==> config.mk <==
export PLATFORM = sky130hd
export DESIGN_NAME = shader_execute_param
export DESIGN_NICKNAME = d
export VERILOG_FILES = /design/src/rtl/shader_execute_param.sv
export SDC_FILE = /design/constraint.sdc
export NUM_CORES = 1
export LEC_CHECK = 0
export CAP_MARGIN = 0
export CORE_ASPECT_RATIO = 0.6
export CORE_UTILIZATION = 30
export CTS_CLUSTER_DIAMETER = 200
export DETAILED_ROUTE_END_ITERATION = 16
export GPL_ROUTABILITY_DRIVEN = 0
export GPL_TIMING_DRIVEN = 0
export PLACE_DENSITY = 0.43
export SLEW_MARGIN = 20
export SYNTH_ARGS = -nofsm -noshare
export SYNTH_HDL_FRONTEND = slang
export SYNTH_SLANG_ARGS = --single-unit
==> constraint.sdc <==
create_clock -name clk_i -period 4.2 [get_ports clk_i]
set_input_delay 0.84 -clock clk_i [delete_from_list [all_inputs] [get_ports clk_i]]
set_output_delay 0.84 -clock clk_i [all_outputs]
set_load 0.02 [all_outputs]
==> src/rtl/shader_execute_param.sv <==
// shader_execute_param: per-pixel shader execution unit.
// Executes one 8-bit instruction per valid/ready handshake on a four-entry
// register file. MUL is an iterative shift-add multiply. A pixel commit
// latches the working colour onto rgb_o.
module shader_execute_param #(
  parameter int DATA_W   = 6,
  parameter int CH_W     = 2,
  parameter int NUM_REGS = 4
) (
  input  logic                clk_i,
  input  logic                rst_i,
  input  logic [7:0]          instr_i,
  input  logic                instr_valid_i,
  output logic                instr_ready_o,
  input  logic [DATA_W-1:0]   x_pos_i,
  input  logic [DATA_W-1:0]   y_pos_i,
  input  logic [DATA_W-1:0]   time_i,
  input  logic [DATA_W-1:0]   user_i,
  input  logic                pixel_end_i,
  output logic [3*CH_W-1:0]   rgb_o,
  output logic                rgb_valid_o,
  output logic                busy_o
);

  localparam int RGB_W  = 3 * CH_W;
  localparam int WIDE_W = (DATA_W > RGB_W) ? DATA_W : RGB_W;
  localparam int CNT_W  = (DATA_W > 1) ? $clog2(DATA_W) : 1;
  localparam logic [CNT_W-1:0] CNT_LAST = CNT_W'(DATA_W - 1);

  // Quarter-wave sine entry: floor((2^DATA_W-1)*sin(pi*k/30)), using a
  // 16-bit fixed-point fraction of sin(pi*k/30) (k = 15 is exactly 1.0).
  function automatic logic [DATA_W-1:0] sine_entry(input logic [3:0] k);
    logic [16:0] frac;
    logic [63:0] prod;
    case (k)
      4'd0:    frac = 17'd0;
      4'd1:    frac = 17'd6850;
      4'd2:    frac = 17'd13625;
      4'd3:    frac = 17'd20251;
      4'd4:    frac = 17'd26655;
      4'd5:    frac = 17'd32768;
      4'd6:    frac = 17'd38521;
      4'd7:    frac = 17'd43852;
      4'd8:    frac = 17'd48702;
      4'd9:    frac = 17'd53019;
      4'd10:   frac = 17'd56755;
      4'd11:   frac = 17'd59870;
      4'd12:   frac = 17'd62328;
      4'd13:   frac = 17'd64103;
      4'd14:   frac = 17'd65176;
      4'd15:   frac = 17'd65536;
      default: frac = 17'd0;
    endcase
    prod = ((64'd1 << DATA_W) - 64'd1) * {47'd0, frac};
    return DATA_W'(prod >> 16);
  endfunction

  logic [DATA_W-1:0] regs_r  [NUM_REGS];
  logic [DATA_W-1:0] regs_nx [NUM_REGS];
  logic [RGB_W-1:0]  colour_r;
  logic [RGB_W-1:0]  colour_nx;
  logic [RGB_W-1:0]  rgb_r;
  logic              skip_r;
  logic              skip_instr_s;
  logic              skip_nx_s;
  logic              busy_r;
  logic              pending_r;
  logic              rgb_valid_r;
  logic              accept_s;
  logic              exec_s;
  logic              commit_s;
  logic              mul_start_s;
  logic              mul_last_s;
  logic [1:0]        op_a_s;
  logic [1:0]        op_b_s;
  logic [DATA_W-1:0] ra_s;
  logic [DATA_W-1:0] rb_s;
  logic [DATA_W-1:0] r0_s;
  logic [DATA_W-1:0] mul_acc_r;
  logic [DATA_W-1:0] mul_mcand_r;
  logic [DATA_W-1:0] mul_mplier_r;
  logic [DATA_W-1:0] mul_acc_nx_s;
  logic [1:0]        mul_dst_r;
  logic [CNT_W-1:0]  mul_cnt_r;
  logic [WIDE_W-1:0] wide_s;
  logic [3:0]        sine_idx_s;
  logic [DATA_W-1:0] sine_q [16];

  // The sine table is built from constants at elaboration.
  for (genvar k = 0; k < 16; k++) begin : g_sine
    assign sine_q[k] = sine_entry(4'(k));
  end

  assign op_a_s   = instr_i[1:0];
  assign op_b_s   = instr_i[3:2];
  assign ra_s     = regs_r[op_a_s];
  assign rb_s     = regs_r[op_b_s];
  assign r0_s     = regs_r[0];
  assign wide_s   = WIDE_W'(ra_s);
  assign accept_s = instr_valid_i && !busy_r;
  assign exec_s   = accept_s && !skip_r;

  // Odd quadrants read the quarter-wave table backwards.
  assign sine_idx_s = r0_s[DATA_W-2] ? (4'd15 - r0_s[DATA_W-3 -: 4])
                                     : r0_s[DATA_W-3 -: 4];

  assign mul_acc_nx_s = mul_acc_r + (mul_mplier_r[0] ? mul_mcand_r : {DATA_W{1'b0}});
  assign mul_last_s   = (mul_cnt_r == CNT_LAST);

  // A commit fires on pixel_end_i, or on a commit deferred by an earlier MUL.
  assign commit_s  = !busy_r && (pixel_end_i || pending_r);
  assign skip_nx_s = commit_s ? 1'b0 : skip_instr_s;

  // Instruction decode: next register file, working colour, skip and MUL start.
  always_comb begin
    regs_nx      = regs_r;
    colour_nx    = colour_r;
    skip_instr_s = skip_r;
    mul_start_s  = 1'b0;
    if (busy_r) begin
      if (mul_last_s) begin
        regs_nx[mul_dst_r] = mul_acc_nx_s;
      end else begin
        regs_nx = regs_r;
      end
    end else if (accept_s) begin
      if (!exec_s) begin
        skip_instr_s = 1'b0;
      end else begin
        case (instr_i[7:6])
          2'b00: begin
            case (instr_i[5:2])
              4'b0000: colour_nx = wide_s[RGB_W-1:0];
              4'b0001: colour_nx[3*CH_W-1 -: CH_W] = ra_s[CH_W-1:0];
              4'b0010: colour_nx[2*CH_W-1 -: CH_W] = ra_s[CH_W-1:0];
              4'b0011: colour_nx[CH_W-1:0] = ra_s[CH_W-1:0];
              4'b0100: regs_nx[op_a_s] = x_pos_i;
              4'b0101: regs_nx[op_a_s] = y_pos_i;
              4'b0110: regs_nx[op_a_s] = time_i;
              4'b0111: regs_nx[op_a_s] = user_i;
              4'b1000: skip_instr_s = !(ra_s == r0_s);
              4'b1001: skip_instr_s = !(ra_s != r0_s);
              4'b1010: skip_instr_s = !(ra_s >= r0_s);
              4'b1011: skip_instr_s = !(ra_s < r0_s);
              4'b1100: colour_nx = {3{ra_s[DATA_W-1 -: CH_W]}};
              4'b1101: mul_start_s = 1'b1;
              4'b1110: regs_nx[op_a_s] = {1'b0, ra_s[DATA_W-1:1]};
              4'b1111: regs_nx[op_a_s] = sine_q[sine_idx_s];
              default: regs_nx = regs_r;
            endcase
          end
          2'b01: begin
            case (instr_i[5:4])
              2'b00:   regs_nx[op_a_s] = ra_s & rb_s;
              2'b01:   regs_nx[op_a_s] = ra_s | rb_s;
              2'b10:   regs_nx[op_a_s] = ~rb_s;
              2'b11:   regs_nx[op_a_s] = ra_s ^ rb_s;
              default: regs_nx = regs_r;
            endcase
          end
          2'b10: begin
            // Logical shifts by DATA_W or more already produce zero.
            case (instr_i[5:4])
              2'b00:   regs_nx[op_a_s] = rb_s;
              2'b01:   regs_nx[op_a_s] = ra_s + rb_s;
              2'b10:   regs_nx[op_a_s] = ra_s << rb_s;
              2'b11:   regs_nx[op_a_s] = ra_s >> rb_s;
              default: regs_nx = regs_r;
            endcase
          end
          2'b11:   regs_nx[0] = DATA_W'(instr_i[5:0]);
          default: regs_nx = regs_r;
        endcase
      end
    end else begin
      skip_instr_s = skip_r;
    end
  end

  // Architectural state: register file, working colour and skip flag.
  always_ff @(posedge clk_i) begin
    if (rst_i) begin
      for (int i = 0; i < NUM_REGS; i++) begin
        regs_r[i] <= {DATA_W{1'b0}};
      end
      colour_r <= {RGB_W{1'b0}};
      skip_r   <= 1'b0;
    end else begin
      regs_r   <= regs_nx;
      colour_r <= colour_nx;
      skip_r   <= skip_nx_s;
    end
  end

  // Shift-add multiplier: one partial product per busy cycle, DATA_W cycles.
  always_ff @(posedge clk_i) begin
    if (rst_i) begin
      busy_r       <= 1'b0;
      mul_cnt_r    <= {CNT_W{1'b0}};
      mul_acc_r    <= {DATA_W{1'b0}};
      mul_mcand_r  <= {DATA_W{1'b0}};
      mul_mplier_r <= {DATA_W{1'b0}};
      mul_dst_r    <= 2'b00;
    end else if (mul_start_s) begin
      busy_r       <= 1'b1;
      mul_cnt_r    <= {CNT_W{1'b0}};
      mul_acc_r    <= {DATA_W{1'b0}};
      mul_mcand_r  <= ra_s;
      mul_mplier_r <= r0_s;
      mul_dst_r    <= op_a_s;
    end else if (busy_r) begin
      busy_r       <= !mul_last_s;
      mul_cnt_r    <= mul_cnt_r + 1'b1;
      mul_acc_r    <= mul_acc_nx_s;
      mul_mcand_r  <= {mul_mcand_r[DATA_W-2:0], 1'b0};
      mul_mplier_r <= {1'b0, mul_mplier_r[DATA_W-1:1]};
    end else begin
      busy_r       <= 1'b0;
    end
  end

  // Commit path: defer pixel_end_i while busy, latch colour and pulse valid.
  always_ff @(posedge clk_i) begin
    if (rst_i) begin
      pending_r   <= 1'b0;
      rgb_r       <= {RGB_W{1'b0}};
      rgb_valid_r <= 1'b0;
    end else begin
      rgb_valid_r <= commit_s;
      if (commit_s) begin
        rgb_r     <= colour_nx;
        pending_r <= 1'b0;
      end else if (pixel_end_i && busy_r) begin
        pending_r <= 1'b1;
      end else begin
        pending_r <= pending_r;
      end
    end
  end

  assign rgb_o         = rgb_r;
  assign rgb_valid_o   = rgb_valid_r;
  assign busy_o        = busy_r;
  assign instr_ready_o = !busy_r;

endmodule

==> flow_summary.yaml <==
sta:
  skew_ps: 10.0
  timing.fmax_mhz: 232
  finalMaxSlewViolations: 0
  finalSetupViolCount: 1
  hold_violations: 0
  setup_slack_ps: -102
  fin_crit_sh_pct: 102
  min_period_ps: 4300
  rsz0062_at_grt: "yes"
  worst_slew_pin_slew_ps: 1070
  whs_ps: 472
  max-slew-margin-rel_pct: 28.5
min_path:
  hold_depth: 2
  min_path_type: "reg2reg"
route:
  via_count: 9103
  viasPerCell: 6.49
  ant_nets: 0
  wl_um: 40800
  drc: 0
  first_pass_iters: 6
  drtIter0Drc: 1391
  routedWlPerCell_um: 29.1
logic_synthesis:
  syn_inst: 1024
  async_reset_ff_share_pct: 0
  yosys_warnings: 0
  synth_area_per_cell_um2: 7.22
  syn-cell-area_um2: 7400
  synth_flop_cell: "dfxtp_1"
  synth_seq_cells: 63
  synth_nets: 1097
  ys_seq_area_share_pct: 17.1
  synth_enable_flop_cells: 0
  synth_cell_type_count: 77
global_routing:
  track_usage_pct: 32.3
  first_global_vias: 8086
  grt_pass1_wl_um: 57700
  grt_max_degree: 15
  antenna_found_initial: 0
  grt_remaining_overflow: 0
final_layout:
  diodes: 0
  stdcell_count: 1403
  layout-drive-gt1-share_pct: 7.96
  final_util_pct: 35.5
  fillers: 2637
  stdcell_area_um2: 8580
  final_cell_mix: "a21oi_1 (98), nand2_1 (91), o21ai_0 (85)"
  synthToLayoutAreaGrowth_pct: 16.1
  final_nets: 1149
  final_common_cell: "a21oi_1"
floorplanning:
  core_area_um2: 24200
  rows: 44
  start_util_pct: 30.6
  die_w_um: 205
  die_area_um2: 25300
  ios: 45
  die_y_um: 124
place:
  io_buffers: 40
  placed_area_um2: 8240
  dp_hpwl_um: 32100
  dpl.cell_count: 1389
  post-place-ws_ps: -843
clock_network:
  cts_num_sinks: 63
  cts-root-buf: "clkbuf_16"
  h-tree-depth: 3
  path_clk_slew_ps: 60
  cts_tree: "yes"
  clkLatencyLatePin_ps: 350
  cts_max_path_buffers: 2
  cts_made_buffers: 9
  holdBufCountCts: 0
worst_setup_path:
  start_kind: "primary input"
  cp_max_fo: 10
  worstSetupPathType: "in2reg"
  worstPathRequired_ps: 4370
  cp.arrival_ps: 4470
  endpoint_kind: "flop"
  r2r_cells: 10
power_and_ir_drop:
  ir_worst_vdd_uv: 173
  leakage_nw: 2.91
  power_density_nw_per_um2: 285
outcome:
  failed_checks: "setup timing"
  status: "finished, violations left"
run:
  cap_viol_max_count: 0
## kinds of logic (layout without fill, tap and decap cells)
| family | Yosys count | after routing | synth area share [%] |
|---|---|---|---|
| buffers and inverters | 141 | 198 | 7.37 |
| DFF | 63 | 63 | 17.1 |
| xor gates and xnor gates | 11 | 11 | 1.30 |
| and+or+nand+nor | 315 | 315 | 20.4 |
| AOI/OAI and AO/OA | 396 | 396 | 35.4 |
| muxes | 60 | 60 | 11.9 |
| adders and majority gates | 38 | 38 | 6.60 |
## area by class of cell
cell class	count	area (um2)	area share, %
timing repair buffer	47	453	5.28
inverter	46	176	2.06
tap	322	403	4.69
multi-input combinational	820	5630	65.6
clock buffer	13	280	3.26
clock inverter	3	15.0	0.175
sequential	63	1260	14.7
buffer	89	367	4.27
## worst paths after layout
path	from	end	slack [ps]
worst min-delay path	mul_acc_r[2]	mul_acc_r[2]	470
worst min register to register	mul_acc_r[2]	mul_acc_r[2]	470
worst max-delay path	instr_i[3]	r0_s[4]	-100
worst max register to register	r0_s[0]	r0_s[4]	80
## synthesized netlist by cell type, drive strengths merged (14+ instances only)
cell    instances  area share (%)
nor2           82             4.2
nand3          26             1.8
o211ai         14             1.4
mux4           21             6.5
ha             35             5.9
clkbuf         83             4.3
inv            44             2.2
mux2i          30             4.1
o22ai          14             1.2
o21ai          88             6.0
nor2b          15             1.3
dfxtp          63              17
a211oi         46             4.7
and2           14             1.2
a31oi          16             1.4
nand2b         24             2.0
a21oi          99             6.7
nand2          91             4.6
nor3           27             1.8
## critical path, stage by stage
cell       delay [ps]
clkbuf_4          220
mux4_2            640
buf_2             250
ha_1              280
fa_1              500
nand3_2           180
a2111oi_0         140
a311o_1           390
o41ai_1           270
a211oi_1          140
o221ai_2          440
a311oi_1          180
## registers in the layout, summed over array words and instances, names as in the netlist
name / flops
mul_cnt_r: 3
mul_mcand_r: 6
colour_r: 6
mul_acc_r: 6
rgb_valid_o: 1
pending_r: 1
r0_s: 6
busy_o: 1
regs_r: 18
rgb_o: 6
mul_dst_r: 2
skip_r: 1
mul_mplier_r: 6
## per-stage QoR
stage | setup TNS, ps | power [W]
2_1_floorplan | 0 | 0.00125
3_3_place_gp | -8540 | 0.00164
3_5_place_dp | -4730 | 0.00163
4_1_cts | -115 | 0.00238
5_1_grt | -124 | 0.00253
6_report | -102 | 0.00245
## where the power goes
group	switching [W]	leakage [nW]	internal, W
clock network	0.000294	0.151	0.000461
registers	0.0000480	0.512	0.000622
logic	0.000685	2.24	0.000335
total	0.00103	2.91	0.00142
## layer usage
metal  up-vias  GRT usage [%]  share of wire, %
li1       3962              -                 -
met2       707           37.9                35
met5         -              0                 0
met3        96           15.4                16
met1      4338           48.1                46
met4         0           11.2               3.1
## what timing repair did
item,CTS,global route
gates cloned,0,0
endpoints found under the setup margin,5,13
pin swaps,0,1
gates resized for setup,6,16
buffers inserted,0,4
(Power assumes the default switching activity.)
